`config.mk`:
```
export PLATFORM = sky130hd
export DESIGN_NAME = vram_access_arbiter
export DESIGN_NICKNAME = d
export VERILOG_FILES = /design/src/rtl/vga_pkg.sv /design/src/rtl/vram_rd_pipe.sv /design/src/rtl/vram_access_arbiter.sv
export SDC_FILE = /design/constraint.sdc
export NUM_CORES = 1
export LEC_CHECK = 0
export ABC_AREA = 1
export CAP_MARGIN = 20
export CORE_MARGIN = 1.5
export CORE_UTILIZATION = 30
export DETAILED_ROUTE_END_ITERATION = 6
export GPL_TIMING_DRIVEN = 0
export PLACE_DENSITY = 0.65
export SKIP_LAST_GASP = 1
export SLEW_MARGIN = 10
export SYNTH_ARGS = -nofsm -noshare
export SYNTH_HDL_FRONTEND = slang
export SYNTH_HIERARCHICAL = 1
export SYNTH_SLANG_ARGS = --single-unit
```
`constraint.sdc`:
```
create_clock -name clk -period 3.4 [get_ports clk]
set_input_delay 0.68 -clock clk [delete_from_list [all_inputs] [get_ports clk]]
set_output_delay 0.68 -clock clk [all_outputs]
set_load 0.005 [all_outputs]
```
`src/rtl/vga_pkg.sv`:
```
// Shared constants and types for the scaled 128x96 video path.
package vga_pkg;

  localparam int unsigned SCL_H_RES   = 128;
  localparam int unsigned SCL_V_RES   = 96;
  localparam int unsigned VRAM_DEPTH  = SCL_H_RES * SCL_V_RES;
  localparam int unsigned VRAM_ADDR_W = 14;
  localparam int unsigned PIX_W       = 8;
  localparam int unsigned WAIT_W      = 8;

  typedef enum logic [1:0] {
    IDLE = 2'd0,
    RD   = 2'd1,
    WR   = 2'd2
  } arb_state_t;

endpackage

```
`src/rtl/vram_rd_pipe.sv`:
```
// Read-return pipeline: turns an issued VRAM read into a fixed-latency
// valid/data pulse. Reset flushes any read still in flight.
module vram_rd_pipe #(
  parameter int unsigned DATA_W = 8
) (
  input  logic              clk,
  input  logic              reset,
  input  logic              rd_issue_i,
  input  logic [DATA_W-1:0] ram_rdata_i,
  output logic              valid_o,
  output logic [DATA_W-1:0] data_o
);

  logic              s1_q;
  logic              valid_q;
  logic [DATA_W-1:0] data_q;

  // s1_q marks the cycle in which the RAM presents the addressed word.
  always_ff @(posedge clk or posedge reset) begin
    if (reset) begin
      s1_q    <= 1'b0;
      valid_q <= 1'b0;
      data_q  <= '0;
    end else begin
      s1_q    <= rd_issue_i;
      valid_q <= s1_q;
      if (s1_q) begin
        data_q <= ram_rdata_i;
      end
    end
  end

  assign valid_o = valid_q;
  assign data_o  = data_q;

endmodule

```
`src/rtl/vram_access_arbiter.sv`:
```
// Arbitrates the single-port VRAM between fixed-latency display reads
// and a lower-priority frame writer that fills idle (or vblank) slots.
module vram_access_arbiter
  import vga_pkg::*;
#(
  parameter int unsigned H_RES         = SCL_H_RES,
  parameter int unsigned V_RES         = SCL_V_RES,
  parameter int unsigned ADDR_W        = VRAM_ADDR_W,
  parameter int unsigned DATA_W        = PIX_W,
  parameter bit          WR_BLANK_ONLY = 1'b0
) (
  input  logic              clk,
  input  logic              reset,
  input  logic              vblank,
  input  logic              disp_req,
  input  logic [ADDR_W-1:0] disp_addr,
  output logic              disp_valid,
  output logic [DATA_W-1:0] disp_data,
  input  logic              wr_req,
  input  logic [ADDR_W-1:0] wr_addr,
  input  logic [DATA_W-1:0] wr_data,
  output logic              wr_ack,
  output logic              wr_err,
  output logic              wr_starved,
  output logic [ADDR_W-1:0] ram_addr,
  output logic              ram_we,
  output logic [DATA_W-1:0] ram_wdata,
  input  logic [DATA_W-1:0] ram_rdata
);

  localparam int unsigned       DEPTH    = H_RES * V_RES;
  localparam logic [WAIT_W-1:0] WAIT_MAX = '1;

  arb_state_t        state_q;
  logic [ADDR_W-1:0] ram_addr_q;
  logic              ram_we_q;
  logic [DATA_W-1:0] ram_wdata_q;
  logic              wr_ack_q;
  logic              wr_err_q;
  logic [WAIT_W-1:0] wait_cnt_q;
  logic [WAIT_W-1:0] wait_cnt_d;
  logic              starved_q;

  logic wr_eligible_c;
  logic wr_in_range_c;

  assign wr_eligible_c = wr_req & (vblank | ~WR_BLANK_ONLY);
  assign wr_in_range_c = 32'(wr_addr) < DEPTH;

  // Display always wins; a write is never granted two cycles running.
  always_ff @(posedge clk or posedge reset) begin
    if (reset) begin
      state_q     <= IDLE;
      ram_addr_q  <= '0;
      ram_we_q    <= 1'b0;
      ram_wdata_q <= '0;
      wr_ack_q    <= 1'b0;
      wr_err_q    <= 1'b0;
    end else begin
      ram_we_q <= 1'b0;
      wr_ack_q <= 1'b0;
      wr_err_q <= 1'b0;
      if (disp_req) begin
        state_q    <= RD;
        ram_addr_q <= disp_addr;
      end else if (wr_eligible_c && (state_q != WR)) begin
        state_q  <= WR;
        wr_ack_q <= 1'b1;
        wr_err_q <= ~wr_in_range_c;
        // Out-of-range writes are acknowledged but never reach the RAM.
        if (wr_in_range_c) begin
          ram_addr_q  <= wr_addr;
          ram_we_q    <= 1'b1;
          ram_wdata_q <= wr_data;
        end
      end else begin
        state_q <= IDLE;
      end
    end
  end

  // Wait counter: cycles a write has been pending without an ack.
  always_comb begin
    wait_cnt_d = wait_cnt_q;
    if (!wr_req || wr_ack_q) begin
      wait_cnt_d = '0;
    end else if (wait_cnt_q != WAIT_MAX) begin
      wait_cnt_d = wait_cnt_q + WAIT_W'(1);
    end
  end

  always_ff @(posedge clk or posedge reset) begin
    if (reset) begin
      wait_cnt_q <= '0;
      starved_q  <= 1'b0;
    end else begin
      wait_cnt_q <= wait_cnt_d;
      starved_q  <= (wait_cnt_d == WAIT_MAX);
    end
  end

  vram_rd_pipe #(
    .DATA_W (DATA_W)
  ) u_rd_pipe (
    .clk         (clk),
    .reset       (reset),
    .rd_issue_i  (state_q == RD),
    .ram_rdata_i (ram_rdata),
    .valid_o     (disp_valid),
    .data_o      (disp_data)
  );

  assign ram_addr   = ram_addr_q;
  assign ram_we     = ram_we_q;
  assign ram_wdata  = ram_wdata_q;
  assign wr_ack     = wr_ack_q;
  assign wr_err     = wr_err_q;
  assign wr_starved = starved_q;

endmodule
```
==> results.json <==
{
  "path_delay_family": "buffers and inverters",
  "final_cell_count_no_fill": 400,
  "r2r_start": "wait_cnt_q[0]",
  "core_um2": 6350,
  "firstDrtPassIters": 4,
  "synth_xor_xnor_area_share_pct": 0.445,
  "hold_path_depth": 0,
  "tritoncts": "yes",
  "n_fill_cell": 601,
  "p_per_area_nw_per_um2": 429,
  "tightestPinTransition_ns": 0.733,
  "gp_congestion": 0.844,
  "max_freq_ghz": 0.521,
  "regToRegSetupSlack_ns": 1.86,
  "status": "completed",
  "path_class": "reg -> out",
  "cts-hold-fix-buffers": 0,
  "p_leak_nw": 1.42,
  "muxShareOfSynthArea_pct": 0,
  "vias_per_cell": 4.30,
  "cts_max_level": 2,
  "ys_seq_elements": 45,
  "synth_area_leader_cell": "dfrtp_1",
  "clock_path_buffers": 2,
  "die_x_um": 84.0,
  "antenna_found_initial": 0,
  "critPathLaunchType": "flip-flop",
  "fin_crit_sh_pct": 56.4,
  "reg2regPathDepth": 9,
  "drive_above_1_share_pct": 9.91,
  "max_stage_delay_ns": 0.54,
  "crit_cells": 1,
  "crit_path_cell_trace": "clkdlybuf4s50_1",
  "cp-end-kind": "output port",
  "crit_fanout": 4,
  "min_path_type": "reg -> reg",
  "finClkSkew_ns": 0.00972,
  "synth-seq-area-share_pct": 57.2,
  "slowest_stage": "clkdlybuf4s50_1",
  "route.detailed.drc": 0,
  "synth_compound_area_share_pct": 2.35,
  "post_cts_buffers": 0,
  "cts-resized-gates": 0,
  "grt_pass1_vias": 1697,
  "worst_ep_arrival_time_ns": 1.24,
  "cts_root_buf": "clkbuf_8",
  "syn_inst": 233,
  "rows": 29,
  "drt_iter0_markers": 70,
  "syn-cell-area_um2": 1970,
  "drt-total-wl_um": 4630,
  "fp.dieArea_um2": 7060,
  "boundaryPins": 84,
  "die_y_um": 84.0,
  "regArea_um2": 1130,
  "clkLatencyLatePin_ns": 0.29,
  "synth_top_area_share_pct": 57.2,
  "endpoint": "wr_ack",
  "synth_top_family_by_area": "simple AND/OR/NAND/NOR gates",
  "maxCapViolations": 0,
  "synthAdderAreaFrac_pct": 0.635,
  "setup_viol": 0,
  "grt.total_usage_pct": 14.0,
  "multi_input_area_um2": 714,
  "wl_per_cell_um": 11.6,
  "num_vias": 1721,
  "ant_nets": 0,
  "nets": 372,
  "overflow": 0,
  "yosys.area_share.simple_pct": 32.8,
  "tns_ns": 0,
  "vdd_ir_drop_max_mv": 0.223,
  "yosysUniqueCellTypes": 26,
  "grt_max_degree": 36,
  "antenna_cells": 0,
  "drv_slew": 0,
  "dp.cells": 392,
  "initial_utilization_pct": 31.0,
  "clock_sinks": 45,
  "syn_nets": 283,
  "port_buffers": 82,
  "synth.avg_cell_area_um2": 8.45,
  "post-route-min-period_ns": 1.92,
  "slew_headroom_pct": 51.1,
  "grt_pass1_wl_um": 7890,
  "path_buf_inv": 1,
  "crit_required_ns": 2.72,
  "yosys_warnings": 6,
  "final-hold-violation-count": 0,
  "cts.clk_slew.worst_paths_ns": 0.09,
  "grt_setup_unrepaired": "false",
  "synth_area_leaders": "dfrtp_1, nand2_1, nand3_1, inv_1, nor2_1",
  "area_growth_pct": 52.7,
  "numCtsBuffers": 5,
  "hpwl_um": 3470,
  "regToRegEndpoint": "wr_starved",
  "cp-startpoint": "state_q[1]"
}
-- worst register-to-register path: cells and delay by family, from the launching register on --
kind                     cells  cell delay [ns]
flip-flops                   1             0.40
adder cells (fa/ha/maj)      1             0.25
buffers and inverters        2             0.16
AND/OR/NAND/NOR              6             0.64
-- state kept, by name, summed over array words and instances (netlist names) --
signal and flops:
ram_addr 14, ram_wdata 8, u_rd_pipe/data_o 8, wait_cnt_q 8
state_q 2, ram_we 1, u_rd_pipe/s1_q 1, u_rd_pipe/valid_o 1
wr_err 1, wr_starved 1
-- stage by stage --
stage	hold slack, ns	power [W]	instance area [µm²]	utilization, %	setup slack [ns]
3_3_place_gp	0.381	0.000881	2890	45.5	0.992
6_report	0.401	0.00129	3010	47.3	1.48
4_1_cts	0.407	0.00131	3010	47.3	1.46
5_1_grt	0.416	0.00137	3010	47.3	1.40
2_1_floorplan	0.374	0.000709	1970	-	1.90
3_5_place_dp	0.385	0.000885	2890	45.5	1.20
-- worst min path at each step --
stage	start	endpoint	slack, ns
final	u_rd_pipe/s1_q	u_rd_pipe/valid_o	0.40
after global routing	u_rd_pipe/s1_q	u_rd_pipe/valid_o	0.42
after CTS	u_rd_pipe/s1_q	u_rd_pipe/valid_o	0.41
after detailed placement	u_rd_pipe/s1_q	u_rd_pipe/valid_o	0.39
after global placement	u_rd_pipe/s1_q	u_rd_pipe/valid_o	0.38
after floorplan	u_rd_pipe/s1_q	u_rd_pipe/valid_o	0.37
-- power breakdown --
part | switching [W] | internal, W
Sequential | 0.0000288 | 0.000586
Combinational | 0.0000958 | 0.000159
Clock | 0.000180 | 0.000239
Total | 0.000305 | 0.000984
-- synth_stat cells --
cell type and n:
nand2_1 101, dfrtp_1 45, nand3_1 21, inv_1 14
nor2_1 14, nor2_2 5, inv_2 4, nand4_1 4
buf_2 3, buf_6 3, nand2_2 3, a21oi_2 2
a21oi_1 1, a31oi_1 1, clkbuf_1 1, clkinv_1 1
clkinv_2 1, ha_1 1, nand2_4 1, nand3b_1 1
nor2_4 1, nor3_1 1, o21ai_0 1, o21ai_1 1
o31ai_1 1, xnor2_1 1
-- area by class of cell --
class / count / share of cell area [%]
inverter: 20 / 2.54
clock buffer: 6 / 2.75
tap: 77 / 3.20
timing repair buffer: 82 / 27.3
multi-input combinational: 161 / 23.8
sequential: 45 / 37.5
buffer: 7 / 1.75
clock inverter: 2 / 1.25
-- routing by layer --
layer	vias up	global-route usage, %	share of wire (%)
li1	896	-	-
met1	771	18.0	45
met2	49	22.4	47
met3	5	4.75	6.9
met4	0	4.02	1.1
met5	-	0	0
-- layout by cell type, fill, tap and decap left out, types with 2 or more instances in the layout --
cell / instances
clkdlybuf4s50_1: 82
nand2_2: 3
dfrtp_1: 45
a21oi_2: 2
nor2_1: 14
inv_1: 13
nand4_1: 4
buf_2: 3
nand2_1: 101
nor2_2: 5
inv_2: 5
buf_6: 3
nand3_1: 21
clkbuf_8: 6
-- cells by family (layout without fill, tap and decap cells) --
logic type,count (synthesis),in the layout
buffers and inverters,27,117
adders and majority gates,1,1
xor gates and xnor gates,1,1
AOI/OAI and AO/OA,7,7
DFF,45,45
and+or+nand+nor,152,152
Power figures use the tool's default switching activity.
